**config.mk**
```make
export PLATFORM = sky130hd
export DESIGN_NAME = awd_ise
export DESIGN_NICKNAME = d
export VERILOG_FILES = /design/src/rtl/awd_ise.sv
export SDC_FILE = /design/constraint.sdc
export NUM_CORES = 1
export LEC_CHECK = 0
export CAP_MARGIN = 20
export CORE_MARGIN = 3
export CORE_UTILIZATION = 40
export DETAILED_ROUTE_END_ITERATION = 8
export SETUP_SLACK_MARGIN = 0.02
export SLEW_MARGIN = 10
export SYNTH_ARGS = -nofsm -noshare
export SYNTH_HDL_FRONTEND = slang
export SYNTH_SLANG_ARGS = --single-unit
```
**constraint.sdc**
```tcl
create_clock -name clk -period 2.95 [get_ports clk]
set_clock_uncertainty 0.15 [all_clocks]
set_input_delay 0.59 -clock clk [delete_from_list [all_inputs] [get_ports clk]]
set_output_delay 0.59 -clock clk [all_outputs]
set_load 0.02 [all_outputs]
```
**src/rtl/awd_ise.sv**
```systemverilog
// Byte-serial 32-bit modular adder with optional byte rotate-left.
// The core issues one command per byte: four loads, one control step, then three unloads.
module awd_ise #(
  parameter int ROT_BYTES = 1,
  parameter int CFLAG_BIT = 0
) (
  input  logic       clk,
  input  logic       rst,
  input  logic       start,
  input  logic [7:0] a,
  input  logic [7:0] b,
  input  logic [7:0] sr,
  output logic [7:0] sr_out,
  output logic [7:0] result,
  output logic       wait_req
);

  typedef enum logic [2:0] {
    LOAD0 = 3'd0,
    LOAD1 = 3'd1,
    LOAD2 = 3'd2,
    LOAD3 = 3'd3,
    CTRL  = 3'd4,
    UNL2  = 3'd5,
    UNL1  = 3'd6,
    UNL0  = 3'd7
  } phase_t;

  phase_t      phase_reg, phase_next;
  logic        wait_reg;
  logic [7:0]  a_reg, b_reg;
  logic [31:0] sum_reg, sum_next;
  logic        cin_reg, cin_next;
  logic        cflag_reg, cflag_next;
  logic [7:0]  result_reg, result_next;
  logic [31:0] rot_word;
  logic [8:0]  byte_sum;
  logic        cin_in;
  logic [31:0] ctrl_word;
  logic        accept;

  assign accept = start & ~wait_reg;

  // Byte i of the rotated word comes from byte (i - ROT_BYTES) mod 4.
  generate
    for (genvar gi = 0; gi < 4; gi++) begin : g_rot
      localparam int SRC = (gi + 4 - (ROT_BYTES % 4)) % 4;
      assign rot_word[8*gi +: 8] = sum_reg[8*SRC +: 8];
    end
  endgenerate

  generate
    for (genvar gi = 0; gi < 8; gi++) begin : g_sr
      if (gi == CFLAG_BIT) begin : g_flag
        assign sr_out[gi] = cflag_reg;
      end else begin : g_pass
        assign sr_out[gi] = sr[gi];
      end
    end
  endgenerate

  // State register: operands are captured on accept, work happens on the EXEC edge.
  always_ff @(posedge clk) begin
    if (rst) begin
      phase_reg  <= LOAD0;
      wait_reg   <= 1'b0;
      a_reg      <= 8'h00;
      b_reg      <= 8'h00;
      sum_reg    <= 32'h0;
      cin_reg    <= 1'b0;
      cflag_reg  <= 1'b0;
      result_reg <= 8'h00;
    end else begin
      wait_reg   <= accept;
      if (accept) begin
        a_reg <= a;
        b_reg <= b;
      end
      phase_reg  <= phase_next;
      sum_reg    <= sum_next;
      cin_reg    <= cin_next;
      cflag_reg  <= cflag_next;
      result_reg <= result_next;
    end
  end

  always_comb begin
    phase_next = phase_reg;
    if (wait_reg) begin
      phase_next = phase_t'(3'(phase_reg + 3'd1));
    end
  end

  assign cin_in    = (phase_reg == LOAD0) ? 1'b0 : cin_reg;
  assign byte_sum  = {1'b0, a_reg} + {1'b0, b_reg} + {8'h00, cin_in};
  assign ctrl_word = a_reg[0] ? rot_word : sum_reg;

  always_comb begin
    sum_next    = sum_reg;
    cin_next    = cin_reg;
    cflag_next  = cflag_reg;
    result_next = result_reg;
    if (wait_reg) begin
      case (phase_reg)
        LOAD0, LOAD1, LOAD2, LOAD3: begin
          sum_next[{phase_reg[1:0], 3'b000} +: 8] = byte_sum[7:0];
          cin_next = byte_sum[8];
        end
        CTRL: begin
          sum_next    = ctrl_word;
          cflag_next  = cin_reg;
          result_next = ctrl_word[31:24];
        end
        UNL2: result_next = sum_reg[23:16];
        UNL1: result_next = sum_reg[15:8];
        UNL0: begin
          result_next = sum_reg[7:0];
          cin_next    = 1'b0;
        end
        default: ;
      endcase
    end
  end

  assign result   = result_reg;
  assign wait_req = wait_reg;

endmodule

```
Word level (Yosys, flattened, before mapping)
Index checks and enable logic that the tools add are counted.
{ "word_totals": {"ff_bits": 62, "output_inout_bits": 17, "elab_cells": 41} }
{ "op_classes": {"n_addsub": 4, "n_eq_ne": 8, "n_shift": 2, "mux": 6, "bitwise": 2, "reduce_logical": 10} }
{ "op_table": {"columns": ["cell", "n"], "rows": [
  ["case mux 32 bit (2 select lines)", 1],
  ["bitwise mux 32 bit", 1],
  ["2-to-1 mux 32 bit", 1],
  ["case mux 8 bit (4 select lines)", 1],
  ["variable shift 8 x 7 -> 32 bit (first input constant)", 1],
  ["variable part select 8 x 7 -> 32 bit", 1],
  ["equality test 3 bit (second input constant)", 4],
  ["adder 8 x 8 -> 9 bit", 1],
  ["adder 9 x 1 -> 9 bit", 1],
  ["AND reduction 2 bit", 4],
  ["negator 5 -> 7 bit", 1],
  ["equality test 3 x 2 -> 1 bit (second input constant)", 2],
  ["nonzero test 2 bit", 2],
  ["nonzero test 4 bit", 1],
  ["OR reduction 4 bit", 1],
  ["adder 3 x 1 -> 3 bit (second input constant)", 1],
  ["equality test 3 x 1 -> 1 bit (second input constant)", 1],
  ["zero test 3 bit", 1],
  ["AND reduction 3 bit", 1],
  ["inequality test 2 bit (second input constant)", 1],
  ["case mux 1 bit (2 select lines)", 1],
  ["bitwise AND 1 bit", 1],
  ["2-to-1 mux 1 bit", 1],
  ["inverter 1 bit", 1]
]} }

Logic depth before layout (Yosys ltp)
{ "logic_depth": {"word_depth": 6, "ltp_mapped": 12} }

Least setup slack after synthesis
No wires, ideal clock.
{ "synth_timing": {"path_kind": "flip-flop to flip-flop", "start": "register phase_reg[0]", "end": "register cin_reg", "setup_ps": 70, "t_arrival_ps": 2959, "required_time_ps": 2730, "path_slack_ps": -229, "stages_incl_launch_ff": 13, "period_less_slack_ps": 3179, "cell_sequence": "dfxtp_1 > inv_1 > ha_1 > buf_4 > nand2b_1 > nand2_1 > fa_1 > fa_1 > nor2b_1 > o31a_1 > o221ai_2 > a2111o_1 > a21oi_1"} }
{ "synth_via": {"elab_chain_cells": 4} }
{ "synth_lines": {"columns": ["item", "line_no", "rtl"], "rows": [
  ["start: declaration", "29", "phase_t phase_reg, phase_next;"],
  ["start signal: assignment", "79", "phase_reg <= phase_next;"],
  ["zero test 3 bit (tied with other cells)", "94, 104", null],
  ["2-to-1 mux 1 bit or OR reduction 4 bit (tied branches)", "94, 104", null],
  ["adder 9 x 1 -> 9 bit or nonzero test 2 bit (tied branches)", null, null],
  ["case mux 1 bit (2 select lines) or AND reduction 2 bit (tied branches)", null, null],
  ["end signal: assignment", "81", "cin_reg <= cin_next;"],
  ["end: declaration", "33", "logic cin_reg, cin_next;"]
]} }
Parallel ways exist; a longest one is shown, timed or not.
A chain may end at the register's enable or synchronous reset.

Worst setup path in the final report
Ends and elaborated chain as after synthesis.

==> qor.yml <==
grt:
  grt_overflow: 0
  grt_start_max_net_pins: 40
  antenna_found_initial: 0
  grt_pass1_vias: 2890
  grt_usage_pct: 18.5
  grt_pass1_wl_microns: 14500
layout:
  layout.nets: 478
  largest_register_ffs: 32
  n_fill_cell: 826
  drive_above_1_share_pct: 11.7
  n_antenna_cell: 0
  area_growth_pct: 15.7
worst_setup_path:
  critPathMaxFanout: 5
  path_class: "flip-flop to flip-flop"
  path_cells: "inv_2 > ha_1 > nand2b_4 > nand2_1 > fa_2 > fa_2 > nor2b_2 > o31a_1 > o221ai_2 > a2111o_1 > a21oi_1"
  reg2reg_depth: 11
  critPathMaxStageDelay_ps: 390
  slowest_stage: "a2111o_1"
  start_kind: "flip-flop"
  critical_path_required_ps: 3070
  crit_buf_inv: 1
  crit_path_frequent_cell: "fa_2"
  path_depth: 11
  cp.arrival_ps: 2890
  worstSetupEndpointType: "flip-flop"
  critical-path-top-delay-family: "adder cells"
power_and_ir_drop:
  switching_share_pct: 27.2
  clockPowerShare_pct: 38.9
  combPwrFrac_pct: 15.5
  p_seq_share_pct: 45.6
  vdd.ir_drop.worst_v: 0.000253
  leakagePower_nw: 1.45
  internal_power_mw: 1.42
  power.switching_mw: 0.531
  p_per_area_mw_per_mm2: 485
clock_tree:
  clockBufferDepth: 2
  cts_inserted_buffers: 9
  root_buffer: "clkbuf_8"
  cts_tree: "done"
  insertion_delay_ps: 340
  clkTransAtPathRegs_ps: 80
  htree_levels: 3
  cts.sinks: 62
min_path:
  hp-class: "flip-flop to flip-flop"
  hold_depth: 1
placed_design:
  port_buffers: 28
  gp_congestion: 0.925
  hpwl_microns: 6030
route:
  final_antenna_net_count: 0
  drt_drc_violations_left: 0
  vias: 3061
  wirelength_microns: 8950
  drtPass1Iterations: 5
  vias_per_cell: 5.65
  wl_per_cell_microns: 16.5
  drt_iter0_drc: 254
sta:
  tns_ps: 0
  max_slew.worst_pin.slew_ps: 645
  final-setup-viol-count: 0
  fmax_mhz: 360
  slew_headroom_pct: 56.8
  finalHoldViolCount: 0
  whs_ps: 297
  final_max_slew_viol_count: 0
  min_period_over_period_pct: 94.0
  fin_crit_ps: 2770
  rsz0062_at_grt: "no"
synthesis:
  synthesis.nets: 457
  ys.flop_type: "dfxtp_1"
  ys_warn_count: 0
  yosys.area.top_type: "dfxtp_1"
  syn_area_per_cell_sq_um: 8.46
  synth-async-reset-ratio_pct: 0
  synth-edff-count: 0
  synth-seq-cells: 62
  synthTopCellsByArea: "dfxtp_1, nor2_1, ha_1, a21oi_1, nand2_1"
  netlist-cell-type-count: 54
  synth_top_area_share_pct: 35.6
  yosysSeqAreaShare_pct: 35.6
  yosysMostFrequentCell: "dfxtp_1"
  syn-instance-count: 412
  syn_area_sq_mm: 0.00349
  synth_common_cells: "dfxtp_1, nor2_1, nand2_1, a21oi_1, a211oi_1"
floorplan:
  die_h_microns: 99.4
  die_x_microns: 99.4
  core-area_sq_mm: 0.00834
  start_util_pct: 41.8
  core.rowCount: 33
  io_pins: 44
  die_area_sq_mm: 0.00987
run:
  maxCapViolCount: 0
outcome:
  status: "finished clean"
per-stage QoR:
step | setup WS [ps] | std cells | area, sq um | util (%) | power [mW]
2_1_floorplan | 62.7 | 412 | 3500 | - | 1.13
6_report | 176 | 542 | 4030 | 48.4 | 1.95
4_1_cts | 53.0 | 541 | 4020 | 48.2 | 1.97
5_1_grt | 13.9 | 542 | 4030 | 48.4 | 2.04
3_5_place_dp | 98.2 | 526 | 3820 | 45.8 | 1.21
3_3_place_gp | 142 | 526 | 3820 | 45.8 | 1.21
worst paths after layout:
check / from / end / slack, ps
max: phase_reg[0]$_SDFFE_PP0P_ / cin_reg$_SDFFE_PP0P_ / 180
min: result[5]$_SDFFE_PP0P_ / result[5]$_SDFFE_PP0P_ / 300
max reg2reg: phase_reg[0]$_SDFFE_PP0P_ / cin_reg$_SDFFE_PP0P_ / 180
min reg2reg: result[5]$_SDFFE_PP0P_ / result[5]$_SDFFE_PP0P_ / 300
cell families after synthesis:
| family | count (synthesis) | synth area share [%] |
|---|---|---|
| DFF | 62 | 35.6 |
| AOI/OAI and AO/OA | 129 | 27.6 |
| and+or+nand+nor | 143 | 18.9 |
| muxes | 12 | 3.48 |
| xor gates and xnor gates | 3 | 0.754 |
| buffers and inverters | 45 | 6.78 |
| adders and majority gates | 18 | 6.89 |
power groups by stage:
stage,Combinational (mW),Sequential [mW],Clock (mW)
after floorplan,0.219,0.909,0
after global placement,0.297,0.909,0
after detailed placement,0.300,0.910,0
after CTS,0.302,0.891,0.777
after global routing,0.335,0.895,0.808
final,0.302,0.892,0.761
placed cells by master (no fill, tap or decap), types with 10 or more instances in the layout:
cell	instances
a211oi_1	23
buf_4	15
nand2_1	52
ha_1	16
clkdlybuf4s50_1	27
a21oi_1	39
clkbuf_8	11
a22oi_1	12
dfxtp_1	61
nor2_1	56
a21o_1	10
mux2i_1	11
inv_1	11
per-layer routing:
layer	global-route usage (%)	share of wire, %
met1	25.0	47
met2	28.8	45
met3	4.42	5.8
met4	6.51	2.0
met5	0	0
final cells by class:
class	count	area, sq um	area share (%)
clock buffers	12	155	3.85
clock inverters	3	45.0	1.12
inverters	12	45.0	1.12
multi-input cells	305	2020	50.2
flip-flops and latches	62	1240	30.9
well taps	105	131	3.26
repair buffers	43	388	9.62
timing repair:
item                       4_1_cts  5_1_grt
setup buffers                    0        1
setup endpoints to repair        0        8
gates resized for setup          0        2
hold buffers                     0        0
hold endpoints to repair         0        0
worst reg2reg max path, cell delays in order, from the launching register on:
cell and delay, ps:
dfxtp_4 350, inv_2 30, ha_1 230, nand2b_4 90
nand2_1 70, fa_2 370, fa_2 370, nor2b_2 130
o31a_1 200, o221ai_2 180, a2111o_1 390, a21oi_1 140
Power figures use the tool's default switching activity.
